## src/rtl/seg_scan_ctrl_pkg.sv

```systemverilog
// Shared types, constants and helpers for the 7-segment scan controller.
package seg_pkg;

  localparam int SEG_DIGITS_MAX = 8;

  // Anodes are active-low, so all ones means every digit dark.
  localparam logic [SEG_DIGITS_MAX-1:0] AN_OFF = {SEG_DIGITS_MAX{1'b1}};

  typedef enum logic [1:0] {
    ST_IDLE  = 2'd0,
    ST_BLANK = 2'd1,
    ST_SHOW  = 2'd2
  } seg_state_e;

  // Bit k is set when nibbles k..digits-1 of value are all zero.
  function automatic logic [SEG_DIGITS_MAX-1:0] lz_mask(input logic [31:0] value,
                                                        input int          digits);
    logic                      zero_above;
    logic [SEG_DIGITS_MAX-1:0] mask;
    zero_above = 1'b1;
    mask       = {SEG_DIGITS_MAX{1'b0}};
    for (int k = SEG_DIGITS_MAX - 1; k >= 0; k--) begin
      if (k < digits) begin
        zero_above = zero_above & (value[4*k +: 4] == 4'h0);
        mask[k]    = zero_above;
      end else begin
        mask[k]    = 1'b0;
      end
    end
    return mask;
  endfunction

endpackage

```

## src/rtl/seg_scan_ctrl_if.sv

```systemverilog
// Display-value handshake between the register-tap logic and the scanner.
interface seg_scan_ctrl_if;
  logic [31:0] value_in;
  logic        value_valid;
  logic        value_ready;

  modport master (output value_in, output value_valid, input value_ready);
  modport slave  (input value_in, input value_valid, output value_ready);
endinterface

```

## src/rtl/seg_scan_ctrl_scan_timer.sv

```systemverilog
// Loadable down-counter; o_tc is high while the count sits at zero.
module scan_timer #(
  parameter int CW = 4
) (
  input  logic          clk,
  input  logic          rst_n,
  input  logic          i_load,
  input  logic [CW-1:0] i_load_val,
  output logic          o_tc
);

  logic [CW-1:0] r_cnt;

  // Reload on request, otherwise count down and park at zero.
  always_ff @(posedge clk or negedge rst_n) begin
    if (!rst_n) begin
      r_cnt <= {CW{1'b0}};
    end else if (i_load) begin
      r_cnt <= i_load_val;
    end else if (r_cnt != {CW{1'b0}}) begin
      r_cnt <= r_cnt - {{(CW-1){1'b0}}, 1'b1};
    end else begin
      r_cnt <= r_cnt;
    end
  end

  assign o_tc = (r_cnt == {CW{1'b0}});

endmodule

```

## src/rtl/seg_scan_ctrl.sv

```systemverilog
// Multiplexed 7-segment scanner: one shared decoder nibble, dead time
// between digits, double-buffered value so a frame never tears.
module seg_scan_ctrl
  import seg_pkg::*;
#(
  parameter int DIGITS = 8,
  parameter int DWELL  = 50000,
  parameter int BLANK  = 16
) (
  input  logic              slowClk,
  input  logic              reset,
  seg_scan_ctrl_if.slave    vif,
  input  logic [DIGITS-1:0] digit_en,
  input  logic              lz_blank,
  output logic [3:0]        reg_hex,
  output logic [DIGITS-1:0] an,
  output logic              frame_done
);

  localparam int IDXW    = (DIGITS > 1) ? $clog2(DIGITS) : 1;
  localparam int CNT_MAX = (DWELL > BLANK) ? DWELL : BLANK;
  localparam int CW      = $clog2(CNT_MAX + 1);
  localparam logic [CW-1:0]     BLANK_LD = CW'(BLANK - 1);
  localparam logic [CW-1:0]     DWELL_LD = CW'(DWELL - 1);
  localparam logic [IDXW-1:0]   IDX_LAST = IDXW'(DIGITS - 1);
  localparam logic [IDXW-1:0]   IDX_ZERO = {IDXW{1'b0}};
  localparam logic [DIGITS-1:0] AN_OFF_D = AN_OFF[DIGITS-1:0];

  seg_state_e r_state, w_next_state;
  logic [31:0]       r_disp, r_pend, w_next_disp;
  logic              r_pend_full;
  logic [IDXW-1:0]   r_idx, w_next_idx;
  logic              w_accept, w_copy, w_load, w_tc, w_frame_end;
  logic [CW-1:0]     w_load_val;
  logic [3:0]        w_nib [DIGITS];
  logic [SEG_DIGITS_MAX-1:0] w_lz_full;
  logic [DIGITS-1:0] w_lz, w_an_next;
  logic [DIGITS-1:0] r_an;
  logic [3:0]        r_reg_hex;
  logic              r_frame_done;

  assign vif.value_ready = ~r_pend_full;
  assign w_accept        = vif.value_valid & ~r_pend_full;

  scan_timer #(.CW(CW)) u_timer (
    .clk        (slowClk),
    .rst_n      (reset),
    .i_load     (w_load),
    .i_load_val (w_load_val),
    .o_tc       (w_tc)
  );

  // Next-state logic: sequence BLANK/SHOW slots and decide when disp reloads.
  always_comb begin
    w_next_state = r_state;
    w_next_idx   = r_idx;
    w_copy       = 1'b0;
    w_load       = 1'b0;
    w_load_val   = {CW{1'b0}};
    w_frame_end  = 1'b0;
    case (r_state)
      ST_IDLE: begin
        if (r_pend_full) begin
          w_next_state = ST_BLANK;
          w_copy       = 1'b1;
          w_next_idx   = IDX_ZERO;
          w_load       = 1'b1;
          w_load_val   = BLANK_LD;
        end else begin
          w_next_state = ST_IDLE;
        end
      end
      ST_BLANK: begin
        if (w_tc) begin
          w_next_state = ST_SHOW;
          w_load       = 1'b1;
          w_load_val   = DWELL_LD;
        end else begin
          w_next_state = ST_BLANK;
        end
      end
      ST_SHOW: begin
        if (w_tc) begin
          w_next_state = ST_BLANK;
          w_load       = 1'b1;
          w_load_val   = BLANK_LD;
          if (r_idx == IDX_LAST) begin
            w_frame_end = 1'b1;
            w_copy      = r_pend_full;
            w_next_idx  = IDX_ZERO;
          end else begin
            w_next_idx  = r_idx + {{(IDXW-1){1'b0}}, 1'b1};
          end
        end else begin
          w_next_state = ST_SHOW;
        end
      end
      default: begin
        w_next_state = ST_IDLE;
        w_next_idx   = IDX_ZERO;
      end
    endcase
  end

  assign w_next_disp = w_copy ? r_pend : r_disp;
  assign w_lz_full   = lz_mask(w_next_disp, DIGITS);
  assign w_lz        = w_lz_full[DIGITS-1:0];

  // Split the upcoming display value into per-digit nibbles.
  always_comb begin
    for (int k = 0; k < DIGITS; k++) begin
      w_nib[k] = w_next_disp[4*k +: 4];
    end
  end

  // Anode pattern for the coming cycle: one digit low only while showing a visible digit.
  always_comb begin
    w_an_next = AN_OFF_D;
    if ((w_next_state == ST_SHOW) && digit_en[w_next_idx] &&
        !(lz_blank && (w_next_idx != IDX_ZERO) && w_lz[w_next_idx])) begin
      w_an_next = AN_OFF_D & ~(DIGITS'(1) << w_next_idx);
    end else begin
      w_an_next = AN_OFF_D;
    end
  end

  // State register.
  always_ff @(posedge slowClk or negedge reset) begin
    if (!reset) begin
      r_state <= ST_IDLE;
    end else begin
      r_state <= w_next_state;
    end
  end

  // Value buffers and digit index: pend fills on accept, disp reloads only on copy.
  always_ff @(posedge slowClk or negedge reset) begin
    if (!reset) begin
      r_disp      <= 32'h0000_0000;
      r_pend      <= 32'h0000_0000;
      r_pend_full <= 1'b0;
      r_idx       <= IDX_ZERO;
    end else begin
      if (w_copy) begin
        r_disp <= r_pend;
      end
      if (w_accept) begin
        r_pend <= vif.value_in;
      end
      r_pend_full <= w_accept | (r_pend_full & ~w_copy);
      r_idx       <= w_next_idx;
    end
  end

  // Registered display outputs; anodes go dark the instant reset asserts.
  always_ff @(posedge slowClk or negedge reset) begin
    if (!reset) begin
      r_an         <= AN_OFF_D;
      r_reg_hex    <= 4'h0;
      r_frame_done <= 1'b0;
    end else begin
      r_an         <= w_an_next;
      r_reg_hex    <= w_nib[w_next_idx];
      r_frame_done <= w_frame_end;
    end
  end

  assign an         = r_an;
  assign reg_hex    = r_reg_hex;
  assign frame_done = r_frame_done;

endmodule
```

## src/flat_wrapper.sv

```systemverilog
// flat-port wrapper written by rule: the top's interface ports become plain ports
module seg_scan_ctrl_flat import seg_pkg::*;
#(
  parameter int DIGITS = 8,
  parameter int DWELL  = 50000,
  parameter int BLANK  = 16
)
  (slowClk, reset, digit_en, lz_blank, reg_hex, an, frame_done, vif_value_in, vif_value_valid, vif_value_ready);
  seg_scan_ctrl_if vif_i ();
  input  logic slowClk;
  input  logic reset;
  input  logic [DIGITS-1:0] digit_en;
  input  logic lz_blank;
  output logic [3:0] reg_hex;
  output logic [DIGITS-1:0] an;
  output logic frame_done;
  input wire logic [$bits(vif_i.value_in)-1:0] vif_value_in;
  input wire logic [$bits(vif_i.value_valid)-1:0] vif_value_valid;
  output wire logic [$bits(vif_i.value_ready)-1:0] vif_value_ready;
  assign vif_i.value_in = vif_value_in;
  assign vif_i.value_valid = vif_value_valid;
  assign vif_value_ready = vif_i.value_ready;
  seg_scan_ctrl #(.DIGITS(DIGITS), .DWELL(DWELL), .BLANK(BLANK)) u_core (.slowClk(slowClk), .reset(reset), .vif(vif_i), .digit_en(digit_en), .lz_blank(lz_blank), .reg_hex(reg_hex), .an(an), .frame_done(frame_done));
endmodule
```

## config.mk

```make
export PLATFORM = sky130hd
export DESIGN_NAME = seg_scan_ctrl_flat
export DESIGN_NICKNAME = d
export VERILOG_FILES = /design/src/rtl/seg_scan_ctrl_pkg.sv /design/src/rtl/seg_scan_ctrl_if.sv /design/src/rtl/seg_scan_ctrl_scan_timer.sv /design/src/rtl/seg_scan_ctrl.sv /design/src/flat_wrapper.sv
export SDC_FILE = /design/constraint.sdc
export NUM_CORES = 1
export LEC_CHECK = 0
export CAP_MARGIN = 20
export CORE_ASPECT_RATIO = 0.6
export CORE_MARGIN = 5
export CORE_UTILIZATION = 50
export DETAILED_ROUTE_END_ITERATION = 8
export GPL_TIMING_DRIVEN = 0
export PLACE_DENSITY = 0.75
export SYNTH_ARGS = -nofsm -noshare
export SYNTH_HDL_FRONTEND = slang
export SYNTH_SLANG_ARGS = --single-unit
```

## constraint.sdc

```tcl
create_clock -name slowClk -period 3.2 [get_ports slowClk]
set_input_delay 0.32 -clock slowClk [delete_from_list [all_inputs] [get_ports slowClk]]
set_output_delay 0.32 -clock slowClk [all_outputs]
set_load 0.03 [all_outputs]
```

Word level (Yosys, flattened, before mapping). Index checks and enable logic that the tools add are counted.

Word-level logic and storage cells: 83. Flip-flop bits (word level): 99.

Eq/ne operators: 4. Order comparisons: 2. Shift-type cells: 1. Reduce and logical (&&, ||, !) cells: 19. Multiplexer cells: 32. Add/sub/neg operators: 2. Bitwise gates (word level): 14.

Operators with widths (count): two-way mux 16 bit (3); one-hot mux 16 bit (3 select lines) (1); zero test 4 bit (8); two-way mux 32 bit (1); zero test 16 bit (1); two-way mux 4 bit (4); nonzero test 16 bit (1); subtractor 16 x 1 -> 16 bit (second input constant) (1); binary-select mux 4 bit (select 3 bit) (1); two-way mux 1 bit (10); AND 1 bit (9); two-way mux 3 bit (3); one-hot mux 3 bit (3 select lines) (1); two-way mux 8 bit (1); inverter 8 bit (1); << shifter 1 x 3 -> 8 bit (first input constant) (1); binary-select mux 1 bit (select 3 bit) (2); one-hot mux 2 bit (3 select lines) (1); == test 2 bit (second input constant) (2); >= comparator 4 bit (second input constant) (1); logical AND 1 bit (4); less-than comparator 3 x 4 -> 1 bit (second input constant) (1); two-way mux 2 bit (2); inverter 3 -> 4 bit (1); 11 further kinds (13).

Depth between registers and ports, before layout.
Depth in word-level cells: 19. Mapped depth: 12. Mapped depth without buffers: 10.

Cells and area by module. Synthesis repeated with hierarchy kept, for this count alone.

Cell total of the unflattened synthesis: 411. Area total of the unflattened synthesis: 4963.5 um^2.

Modules (own cells, without submodules): seg_scan_ctrl (cells an instance 307, sequential area each 2087.0 um^2, times used 1, area an instance 3957.5 um^2); scan_timer (cells an instance 104, sequential area each 400.4 um^2, times used 1, area an instance 1006.0 um^2).

Least setup slack after synthesis. Ideal clock, no wire load.

Kind: flip-flop to flip-flop. Start point: register u_core.u_timer.r_cnt[0]. End point: register u_core.r_reg_hex[2], in the netlist u_core.reg_hex[2]. Arrival time: 2.365 ns. Data required time: 3.073 ns. Slack: 0.708 ns. Period minus slack after synthesis: 2.492 ns. Path buffers: 2. Setup time: 0.127 ns. Cell stages (with the launch flop): 12. Cells stage by stage: dfrtp_1 > inv_1 > ha_1 > nor3b_1 > and4_1 > a21o_1 > buf_4 > buf_6 > mux2_2 > a221o_1 > a221oi_1 > nor2_1.

Cells in the longest elaborated chain, start to end: 7. Elaborated cells on any way between the ends: 10. Those cells by class: 8 x mux; 1 x bitwise; 1 x reduce/logical.

Ends and longest elaborated chain: start: declaration (line seg_scan_ctrl_scan_timer.sv:12) `logic [CW-1:0] r_cnt;`; start signal: assignment (line seg_scan_ctrl_scan_timer.sv:17) `r_cnt <= {CW{1'b0}};`; start signal: assignment (line seg_scan_ctrl_scan_timer.sv:19) `r_cnt <= i_load_val;`; start signal: assignment (line seg_scan_ctrl_scan_timer.sv:21) `r_cnt <= r_cnt - {{(CW-1){1'b0}}, 1'b1};`; zero test 16 bit (line seg_scan_ctrl_scan_timer.sv:27) `assign o_tc = (r_cnt == {CW{1'b0}});`; two-way mux 1 bit (line seg_scan_ctrl.sv:83) `if (w_tc) begin`; one-hot mux 1 bit (2 select lines) (line seg_scan_ctrl.sv:61) `case (r_state)`; two-way mux 32 bit; via u_core.w_next_disp[26] (line seg_scan_ctrl.sv:30) `logic [31:0] r_disp, r_pend, w_next_disp;`; binary-select mux 4 bit (select 3 bit) (line seg_scan_ctrl.sv:163) `r_reg_hex <= w_nib[w_next_idx];`; two-way mux 4 bit (not written as such) (2 in a row) (line seg_scan_ctrl.sv:163); end signal: assignment (line seg_scan_ctrl.sv:163); end: declaration (line seg_scan_ctrl.sv:39) `logic [3:0] r_reg_hex;`.

The timed path passes the listed nets, and every way through them passes these cells. The select of a mux whose other input is x is not followed. A chain may end at the register's enable or synchronous reset.

Worst setup path in the final report.
Start point: register u_core.u_timer.r_cnt[0]. End point: register u_core.r_an[3], in the netlist u_core.an[3].

Elaborated cells on any way between the ends: 38. Those cells by class: 1 x eq/ne; 1 x shift; 13 x mux; 8 x bitwise; 15 x reduce/logical.

RTL lines: zero test 16 bit * (line seg_scan_ctrl_scan_timer.sv:27); two-way mux 3 bit * (line seg_scan_ctrl.sv:83); one-hot mux 3 bit (3 select lines) * (line seg_scan_ctrl.sv:61); via u_core.w_next_idx[1] (line seg_scan_ctrl.sv:32) `logic [IDXW-1:0] r_idx, w_next_idx;`; binary-select mux 1 bit (select 3 bit) or nonzero test 3 bit (tied branches) (line seg_scan_ctrl.sv:120) `!(lz_blank && (w_next_idx != IDX_ZERO) && w_lz[w_next_idx])) begin`; two-way mux 1 bit (not written as such) or logical AND 1 bit (tied branches) (line seg_scan_ctrl.sv:120); logical AND 1 bit (line seg_scan_ctrl.sv:120); zero test 1 bit (line seg_scan_ctrl.sv:120); logical AND 1 bit (line seg_scan_ctrl.sv:119) `if ((w_next_state == ST_SHOW) && digit_en[w_next_idx] &&`; two-way mux 8 bit * (line seg_scan_ctrl.sv:119); via u_core.w_an_next[3] (line seg_scan_ctrl.sv:37) `logic [DIGITS-1:0] w_lz, w_an_next;`; end signal: assignment (line seg_scan_ctrl.sv:162) `r_an <= w_an_next;`; end: declaration (line seg_scan_ctrl.sv:38) `logic [DIGITS-1:0] r_an;`.

The timed path passes the listed nets; every way through them passes the cells marked *. The select of a mux whose other input is x is not followed.

==> summary.md <==
| Metric | Value |
|---|---|
| Post-Syn Area | `5060 um^2` |
| Switching pwr | `0.000760 W` |
| VDD IR max | `273 uV` |
| Pre-antenna DRT Iters | `5` |
| Rel. slew slack | `0.478` |
| Placer Congestion | `0.947` |
| Global-route wire length before repair | `22,100 um` |
| Sequential element share of the synthesized area | `0.492` |
| Layout cells sized above 1 | `0.182` |
| Mux share of post-synthesis cell area | `0.145` |
| DR WL/cell | `20.4 um` |
| Place WS | `143 ps` |
| Vias per Instance | `6.07` |
| CTS tree | `yes` |
| Layout Cells excl Fill | `667` |
| Gr usage total | `0.233` |
| Synth Area in Compound Gates | `0.126` |
| Internal power | `0.00227 W` |
| Sw frac | `0.250` |
| Cell variety after synth | `65` |
| CTS sink cnt | `99` |
| Family with the most delay on the worst path | `compound AO/OA/AOI/OAI gates` |
| Cells after Synth | `459` |
| RSZ-0062 raised after global routing | `no` |
| Top-count cell post-synth | `dfrtp_1` |
| WL final | `13,600 um` |
| Largest net degree at the start of global routing | `60` |
| CP Cell Sequence | `inv_1, ha_1, nor3b_1, nand4_2, buf_2, a32oi_2, nand2_1, o211a_1, o211ai_1, o211ai_1` |
| Synth Flop Type | `dfrtp_1` |
| Max Buffers Root-to-Sink | `2` |
| P_leak | `2.62 nW` |
| Fill cells | `790` |
| Crit path buffers/inverters | `2` |
| Die area | `12,300 um^2` |
| CP dominant cell by count | `o211ai_1` |
| Final global-route overflow total | `0` |
| CP required | `3420 ps` |
| Worst path max stage delay | `440 ps` |
| Setup CP Type | `reg2reg` |
| Max Clk Rate | `0.328 GHz` |
| Simple-Gate Fraction of Synth Area | `0.153` |
| Max cap viols | `0` |
| Setup slack after layout | `149 ps` |
| Slew Limit Fails | `0` |
| Crit Path Max Fanout | `10` |
| Remaining DRCs | `0` |
| Comb power frac | `0.115` |
| Post-synth ARST share | `1.00` |
| Yosys warns | `0` |
| Final setup viols | `0` |
| Leading area contributor after synthesis | `dfrtp_1` |
| Root Driver | `clkbuf_16` |
| Syn Nets | `511` |
| Xor and xnor area share after synthesis | `0.0242` |
| Fin crit share | `0.954` |
| Slew @ Worst Pin | `783 ps` |
| Hold Fails Final Rpt | `0` |
| ANT nets after route | `0` |
| Commonest cells post-synth | `91 x dfrtp_1, 48 x mux2_2, 29 x nor2_1` |
| Final clock skew | `10.1 ps` |
| Initial antenna violation count | `0` |
| Clk slew on worst S/H paths | `60 ps` |
| Core Box Area | `9880 um^2` |
| Vias in the first global route | `4,014` |
| Cts bufs inserted | `9` |
| Die Ht | `87.9 um` |
| Post-Syn Area per Cell | `11.0 um^2` |
| Via Count | `4,050` |
| Ports | `58` |
| WP data arrival | `3270 ps` |
| Worst R2R Path Depth | `10` |
| Crit-path slowest cell | `o211ai_1` |
| Initial Util | `0.512` |
| Port bufs | `57` |
| Synth area leaders | `dfrtp_1 45%, mux2_2 11%, dfstp_2 4.2%, mux2i_1 3.0%, nor2_1 2.2%` |
| Ant. Diodes | `0` |
| Min Clock Period, post-route | `3050 ps` |
| Clk_lat worst skew | `340 ps` |
| #FFs+latches synth | `99` |
| Clock share of power | `0.358` |
| Synth Area in Adders | `0.0198` |
| H-tree Lvls | `3` |
| Area Growth Syn to Fin | `21.0%` |
| Cell row count | `28` |
| Main combinational cell family by area after synthesis | `simple AND/OR/NAND/NOR gates` |
| Cts hold-fix bufs | `0` |
| Fin nets | `580` |
| Drt first-iter violations | `476` |
| Tightest Hold Check Type | `in2async` |
| Setup crit end kind | `flop` |
| Post-CTS Setup Bufs | `0` |
| Status | `complete, no violations` |
| Crit start category | `flop` |
| HPWL after DPL | `10,200 um` |
| Seq pwr share | `0.527` |
| Die width | `140 um` |
| Top-area cell type share of the netlist area | `0.450` |
| Crit. path cell count | `10` |
| Number of enable flip-flop cells after synthesis | `0` |
| DP Cell Count | `652` |
| PwrDens | `496 nW/um^2` |
area by class of cell:
| cell class | instances | area [um^2] | share of cell area |
|---|---|---|---|
| Sequential cell | 99 | 2490 | 0.406 |
| Multi-Input combinational cell | 315 | 2380 | 0.388 |
| Timing Repair Buffer | 58 | 588 | 0.0960 |
| Clock buffer | 10 | 239 | 0.0390 |
| Tap cell | 135 | 169 | 0.0276 |
| Buffer | 23 | 120 | 0.0196 |
| Inverter | 22 | 82.6 | 0.0135 |
| Clock inverter | 5 | 61.3 | 0.0100 |
per-stage QoR:
step	TNS, ps	util	hold slack, ps	cell area, um^2	power (W)
floorplan	0	-	24.4	5060	0.00177
global placement	-161200	0.587	477	5800	0.00194
detailed placement	0	0.589	440	5820	0.00197
CTS	0	0.619	73.7	6120	0.00306
global route	0	0.620	124	6120	0.00317
finish	0	0.620	57.4	6120	0.00303
timing repair:
item                       in CTS  in global routing
hold endpoints to repair        0                  0
resized for setup               0                  1
setup endpoints to repair       0                  4
worst paths after layout:
kind,startpoint,end,slack [ps]
max,u_core.u_timer.r_cnt[0]$_DFFE_PN0P_,u_core.an[3]$_DFF_PN1_,150
max reg2reg,u_core.u_timer.r_cnt[0]$_DFFE_PN0P_,u_core.an[3]$_DFF_PN1_,150
max in group asynchronous,reset,u_core.an[0]$_DFF_PN1_,2390
min reg2reg,u_core.r_disp[3]$_DFF_PN0_,u_core.r_disp[3]$_DFF_PN0_,510
min in group slowClk,u_core.r_disp[3]$_DFF_PN0_,u_core.r_disp[3]$_DFF_PN0_,510
min,reset,u_core.u_timer.r_cnt[13]$_DFFE_PN0P_,60
placed cells by master, fill, tap and decap left out, types with 8 or more instances in the layout:
cell and instances:
nand2_1 26, dfrtp_1 91, or3_1 8, mux2i_1 15, clkdlybuf4s50_1 56, clkbuf_1 14
mux2_2 48, xnor2_1 8, nor2_1 29, nand3_1 9, ha_1 8, nor3_1 9
nor2b_1 8, a21oi_1 9, inv_1 21, o21ai_0 11, clkbuf_16 9, nor4_1 16
dfstp_2 8
power by group through the flow:
stage,combinational [W],clock (W),sequential [W]
floorplan,0.000214,0,0.00155
global placement,0.000330,0,0.00161
detailed placement,0.000348,0,0.00162
CTS,0.000351,0.00111,0.00160
global route,0.000382,0.00116,0.00163
finish,0.000348,0.00109,0.00160
per-layer routing:
| layer | GRT usage | wire [um] | part of all wire |
|---|---|---|---|
| met2 | 0.307 | 5360 | 0.39 |
| met5 | 0 | 0 | 0 |
| met3 | 0.0676 | 1450 | 0.11 |
| met1 | 0.366 | 6580 | 0.48 |
| met4 | 0.0686 | 223 | 0.016 |
flip-flops by register name, indices dropped and copies added, names as in the netlist, 2 cells and up:
name                  cells
u_core.reg_hex            4
u_core.r_state            2
u_core.u_timer.r_cnt     16
u_core.an                 8
u_core.r_idx              3
u_core.r_pend            32
u_core.r_disp            32
kinds of logic after synthesis:
family                     count (synthesis)
and+or+nand+nor                          140
buffers and inverters                     45
adders and majority gates                  8
AOI/OAI and AO/OA                         86
xor gates and xnor gates                  14
muxes                                     67
DFF                                       99
(Power assumes the default switching activity.)
==> RTL edit 1, RTL diff (same settings) <==
`BLANK` is set to 16 in 2 places; all go to 32.
--- a/src/rtl/seg_scan_ctrl.sv
+++ b/src/rtl/seg_scan_ctrl.sv
@@ -7,3 +7,3 @@
   parameter int DWELL  = 50000,
-  parameter int BLANK  = 16
+  parameter int BLANK  = 32
 ) (
--- a/src/flat_wrapper.sv
+++ b/src/flat_wrapper.sv
@@ -5,3 +5,3 @@
   parameter int DWELL  = 50000,
-  parameter int BLANK  = 16
+  parameter int BLANK  = 32
 )
Formal check against the unedited RTL: same outputs for any inputs over 10 cycles, from zero or initial values and one cycle with reset low; that may be too few to reach the edited logic, so the function may still have changed.
==> RTL edit 1 against the unedited design <==
Final cell count up 0.45%. Worst setup slack gained 32 ps. Synthesized area is 3.6% lower. Worst hold slack got worse by 35 ps. Sequential cell count did not move. Core utilization grew 1.9 points. Non-clock buffer count fell by 3. Wire length decreased by 7.0%. Design area fell by 2.5%. Count of clock-buffer cells in the layout unchanged. Clock skew fell by 3.5 ps.
Power is not compared: it rests on default switching activity, and its combinational part moved more than twofold at a synthesized area within 25%.
==> RTL edit 1: results (changes against the unedited design) <==
- The flow ran to the end, and the final reports show no timing, DRC or antenna violations.
- The number of unique standard cell types used by synthesis came to 60 (-7.7%).
- The half-perimeter wire length after detailed placement is 9526 um (-6.5%).
- The endpoint identified for the worst register-to-register timing path is u_core.reg_hex[3]$_DFF_PN0_.
- The proportion of synthesized chip area in sequential cells is 0.5099 (+0.01828).
- The layout filler cell count is 781 (-1.1%).
- The synthesized netlist net count came to 520 (+1.8%).
- The number of post-CTS setup repair buffers is 0 (unchanged).
- The final cell count without fillers is 670 (+0.45%).
- The synthesized instance count is 468 (+2.0%).
- The number of DRC violations after detailed-routing iteration 0 is 365 (-23%).
- The min-delay analysis places its worst path in the category primary input to async pin.
- The pre-CTS setup slack is -50.38 ps (-193.7 ps).
- The critical path data arrival time was 3210 ps (-60 ps).
- The largest net degree at the start of global routing came to 55 (-8.3%).
- The register-to-register path setup slack is 180 ps (+30 ps).
- The worst slack on hold paths is 22.34 ps (-35.02 ps).
- Yosys attributes the largest share of cell area to sky130_fd_sc_hd__dfrtp_1 47%, sky130_fd_sc_hd__mux2_2 7.6%, sky130_fd_sc_hd__nand2_1 5.1%.
- The post-route cell area is 0.005974 sq mm (-2.5%).
- By count the netlist is led by 91 x sky130_fd_sc_hd__dfrtp_1, 66 x sky130_fd_sc_hd__nand2_1, 33 x sky130_fd_sc_hd__mux2_2, 26 x sky130_fd_sc_hd__inv_1.
- The worst clock skew is 6.607 ps (-3.457 ps).
- The total routing usage reported by global routing was 0.2247 (-0.008197).
- The startpoint of the worst register-to-register path is u_core.r_state[1]$_DFF_PN0_.
- The standard cell area after detailed placement was 0.005637 sq mm (-3.1%).
- The global placer's final weighted congestion is 0.9493 (+0.23%).
- The via total after detailed routing came to 3968 (-2.0%).
- The share of synthesized cell area in full adder, half adder and majority cells is 0.02052 (+0.0007357).
- The fraction of final layout cells with drive strength greater than 1 is 0.1426 (-0.03974).
- The fraction of synthesized area in multiplexers is 0.1236 (-0.02178).
- The XOR/XNOR share of the synthesized area is 0.02154 (-0.002689).
- The placed instance count is 656 (+0.61%).
- The compound-cell area share of the yosys netlist is 0.1075 (-0.01815).
- The net count of the finished layout is 587 (+1.2%).
- The first-pass GRT wire length is 20710 um (-6.4%).
- The transition time of the tightest slew-check pin was 779.5 ps (-3.688 ps).
RTL edit 1: cell count changes after synthesis, moves of 5 or more:
cell,unedited run,this run
sky130_fd_sc_hd__nand2_1,26,66
sky130_fd_sc_hd__mux2_2,48,33
sky130_fd_sc_hd__o21ai_1,6,18
sky130_fd_sc_hd__nand3_1,9,18
sky130_fd_sc_hd__mux2i_1,15,22
sky130_fd_sc_hd__nor2_1,29,22
sky130_fd_sc_hd__or3_1,8,1
sky130_fd_sc_hd__inv_1,21,26
sky130_fd_sc_hd__nand4_1,6,1
sky130_fd_sc_hd__nor2b_1,8,3
RTL edit 1: worst max-delay path by stage:
stage | cells after the start | slack (ps) | to | from
floorplan | 11 | 690 | u_core.reg_hex[0]$_DFF_PN0_ | u_core.r_state[0]$_DFF_PN0_
global placement | 1 | -1770 | u_core.r_pend[22]$_DFFE_PN0P_ | reset
detailed placement | 11 | -50 | u_core.reg_hex[3]$_DFF_PN0_ | u_core.r_state[0]$_DFF_PN0_
CTS | 11 | 40 | u_core.reg_hex[3]$_DFF_PN0_ | u_core.r_state[0]$_DFF_PN0_
global route | 10 | 10 | u_core.an[6]$_DFF_PN1_ | u_core.r_state[0]$_DFF_PN0_
finish | 10 | 180 | u_core.reg_hex[3]$_DFF_PN0_ | u_core.r_state[1]$_DFF_PN0_
RTL edit 1: report_power, final:
group	leakage (nW)	internal [W]	switching, W
clock network	0.159	0.000706	0.000477
registers	1.20	0.00178	0.000431
logic	1.29	0.000823	0.00109
RTL edit 1: timing repair:
item / CTS / global route
resized for setup: 1 / 5
endpoints found under the hold margin: 0 / 0
endpoints found under the setup margin: 1 / 10
RTL edit 1: layout make-up:
class,count,share of cell area
clock inverters,6,0.01445
multi-input cells,319,0.3709
well taps,130,0.02723
clock buffers,10,0.04000
repair buffers,58,0.09969
flip-flops and latches,99,0.4163
plain buffers,20,0.01382
inverters,28,0.01759
RTL edit 1: critical path: stages (launching register included):
cell and delay [ps]:
sky130_fd_sc_hd__dfrtp_1 420, sky130_fd_sc_hd__inv_1 100, sky130_fd_sc_hd__ha_1 270, sky130_fd_sc_hd__nor2b_1 420
sky130_fd_sc_hd__nor3_1 140, sky130_fd_sc_hd__nor4_1 240, sky130_fd_sc_hd__a31o_2 260, sky130_fd_sc_hd__clkbuf_1 420
sky130_fd_sc_hd__o22ai_1 220, sky130_fd_sc_hd__o21ai_1 190, sky130_fd_sc_hd__o221ai_1 180
RTL edit 1: layer usage:
layer | share of wire | GRT usage | up-vias
met3 | 0.093 | 0.06497 | 17
met5 | 0 | 0 | -
li1 | - | - | 1812
met4 | 0.0094 | 0.04620 | 0
met2 | 0.43 | 0.3305 | 191
met1 | 0.47 | 0.3320 | 1948
==> RTL edit 2, RTL diff (same settings) <==
Without the edit above. Reset style: synchronous (`reset` and `rst_n`), changed in 4 clocked blocks.
--- a/src/rtl/seg_scan_ctrl_scan_timer.sv
+++ b/src/rtl/seg_scan_ctrl_scan_timer.sv
@@ -14,3 +14,3 @@
   // Reload on request, otherwise count down and park at zero.
-  always_ff @(posedge clk or negedge rst_n) begin
+  always_ff @(posedge clk) begin
     if (!rst_n) begin
--- a/src/rtl/seg_scan_ctrl.sv
+++ b/src/rtl/seg_scan_ctrl.sv
@@ -127,3 +127,3 @@
   // State register.
-  always_ff @(posedge slowClk or negedge reset) begin
+  always_ff @(posedge slowClk) begin
     if (!reset) begin
@@ -136,3 +136,3 @@
   // Value buffers and digit index: pend fills on accept, disp reloads only on copy.
-  always_ff @(posedge slowClk or negedge reset) begin
+  always_ff @(posedge slowClk) begin
     if (!reset) begin
@@ -155,3 +155,3 @@
   // Registered display outputs; anodes go dark the instant reset asserts.
-  always_ff @(posedge slowClk or negedge reset) begin
+  always_ff @(posedge slowClk) begin
     if (!reset) begin
Function: differs if reset is asserted again (counterexample within 4 cycles, from zero or initial values and one cycle with reset low); with reset held inactive, the same outputs for 10 cycles.
==> RTL edit 2 against the unedited design <==
Synthesized area down 11%. Via count up 1.9%. Core utilization up 2.0 points. Sequential cell count unchanged. Design area down 9.6%. Die area down 9.8%. Worst setup slack worse by 15 ps. Wire length down 9.3%. Non-clock buffer count up 1. Critical path type unchanged. Critical endpoint is now u_core.an[1]$_SDFF_PN1_. Largest cell class is now multi-input gates.
Power is not compared: it rests on default switching activity, and its combinational part moved more than twofold at a synthesized area within 25%.
==> RTL edit 2: results (changes against the unedited design) <==
- The half-perimeter wire length after detailed placement is 9320 um (-8.6%).
- The number of DRC violations after detailed-routing iteration 0 was 482 (+1.3%).
- In this run the critical register-to-register path is launched from u_core.u_timer.r_cnt[10]$_SDFFE_PN0P_.
- The synthesized netlist net count came to 568 (+11%).
- After synthesis, the cell types taking the most area are sky130_fd_sc_hd__dfxtp_1 44%, sky130_fd_sc_hd__mux2i_1 8.0%, sky130_fd_sc_hd__nand2_1 7.8%.
- The capturing point of the worst reg2reg path is u_core.an[1]$_SDFF_PN1_.
- The first-pass GRT wire length came to 19910 um (-10%).
- The largest fanout of any net on the critical path is 18 (+8).
- The via count of the first global-routing pass is 3964 (-1.2%).
- The synthesized instance count is 516 (+12%).
- The fraction of synthesized area in multiplexers is 0.08232 (-0.06308).
- The worst clock skew is 7.727 ps (-2.337 ps).
- The via density per instance is 5.893 (-2.9%).
- The post-synthesis async set-or-reset flop share came to 0 (-1.000).
- The placed instance count is 685 (+5.1%).
- The flow ran to the end, and the final reports show no timing, DRC or antenna violations.
- The maximum cell stage delay along the critical path was 680 ps (+240 ps).
- The worst slack on hold paths was 475.5 ps (+418.2 ps).
- The global placer's final weighted congestion is 0.9173 (-3.1%).
- The net count of the finished layout is 635 (+9.5%).
- The standard cell area after detailed placement was 0.005225 sq mm (-10%).
- The pre-CTS setup slack is 132.8 ps (-10.56 ps).
- The slowest stage of the critical path belongs to the cell sky130_fd_sc_hd__nor4_1.
- The proportion of synthesized chip area in sequential cells came to 0.4390 (-0.05257).
- The routed wire length is 12350 um (-9.3%).
- Grouping stages by cell kind, the critical path spends the most delay in simple AND/OR/NAND/NOR gates.
- The share of synthesized cell area in full adder, half adder and majority cells is 0.02217 (+0.002391).
- The number of cell instances on the worst register-to-register path is 8 (-2).
- The critical path data arrival time is 3330 ps (+60 ps).
- The tightest slew margin relative to the limit was 0.4606 (-0.01727).
- The XOR/XNOR share of the synthesized area is 0.02522 (+0.0009883).
- The path class of the lowest-slack min-delay path is flip-flop to flip-flop.
==> RTL edit 2: layer usage <==
metal,track usage,up-vias,wire [um]
li1,-,1972,-
met1,0.3356,1932,6048
met2,0.3142,206,5027
met3,0.05602,15,1116
met4,0.06132,0,158
met5,0,-,0
==> RTL edit 2: power breakdown <==
group / internal [W] / switching, W / total [W]
Combinational: 0.000505 / 0.000690 / 0.00120
Clock: 0.000628 / 0.000455 / 0.00108
Sequential: 0.00135 / 0.000107 / 0.00145
Total: 0.00248 / 0.00125 / 0.00373
==> RTL edit 2: final cells by class <==
| cell class | count | area, sq um |
|---|---|---|
| repair buffers | 57 | 570.5 |
| well taps | 112 | 140.1 |
| multi-input cells | 378 | 2346 |
| clock buffers | 12 | 246.5 |
| inverters | 13 | 48.80 |
| fillers | 744 | 3119 |
| clock inverters | 4 | 48.80 |
| plain buffers | 25 | 151.4 |
| flip-flops and latches | 99 | 1982 |
==> RTL edit 2: worst max-delay path by stage <==
stage / startpoint / end / slack (ps) / depth (start not counted)
finish: u_core.u_timer.r_cnt[10]$_SDFFE_PN0P_ / u_core.an[1]$_SDFF_PN1_ / 130 / 8
global route: u_core.u_timer.r_cnt[0]$_SDFFE_PN0P_ / u_core.reg_hex[1]$_SDFF_PN0_ / 2 / 11
detailed placement: u_core.u_timer.r_cnt[0]$_SDFFE_PN0P_ / u_core.an[1]$_SDFF_PN1_ / 130 / 9
floorplan: u_core.u_timer.r_cnt[0]$_SDFFE_PN0P_ / u_core.an[1]$_SDFF_PN1_ / 660 / 10
CTS: u_core.u_timer.r_cnt[0]$_SDFFE_PN0P_ / u_core.an[1]$_SDFF_PN1_ / 80 / 9
global placement: u_core.u_timer.r_cnt[0]$_SDFFE_PN0P_ / u_core.an[1]$_SDFF_PN1_ / 170 / 9
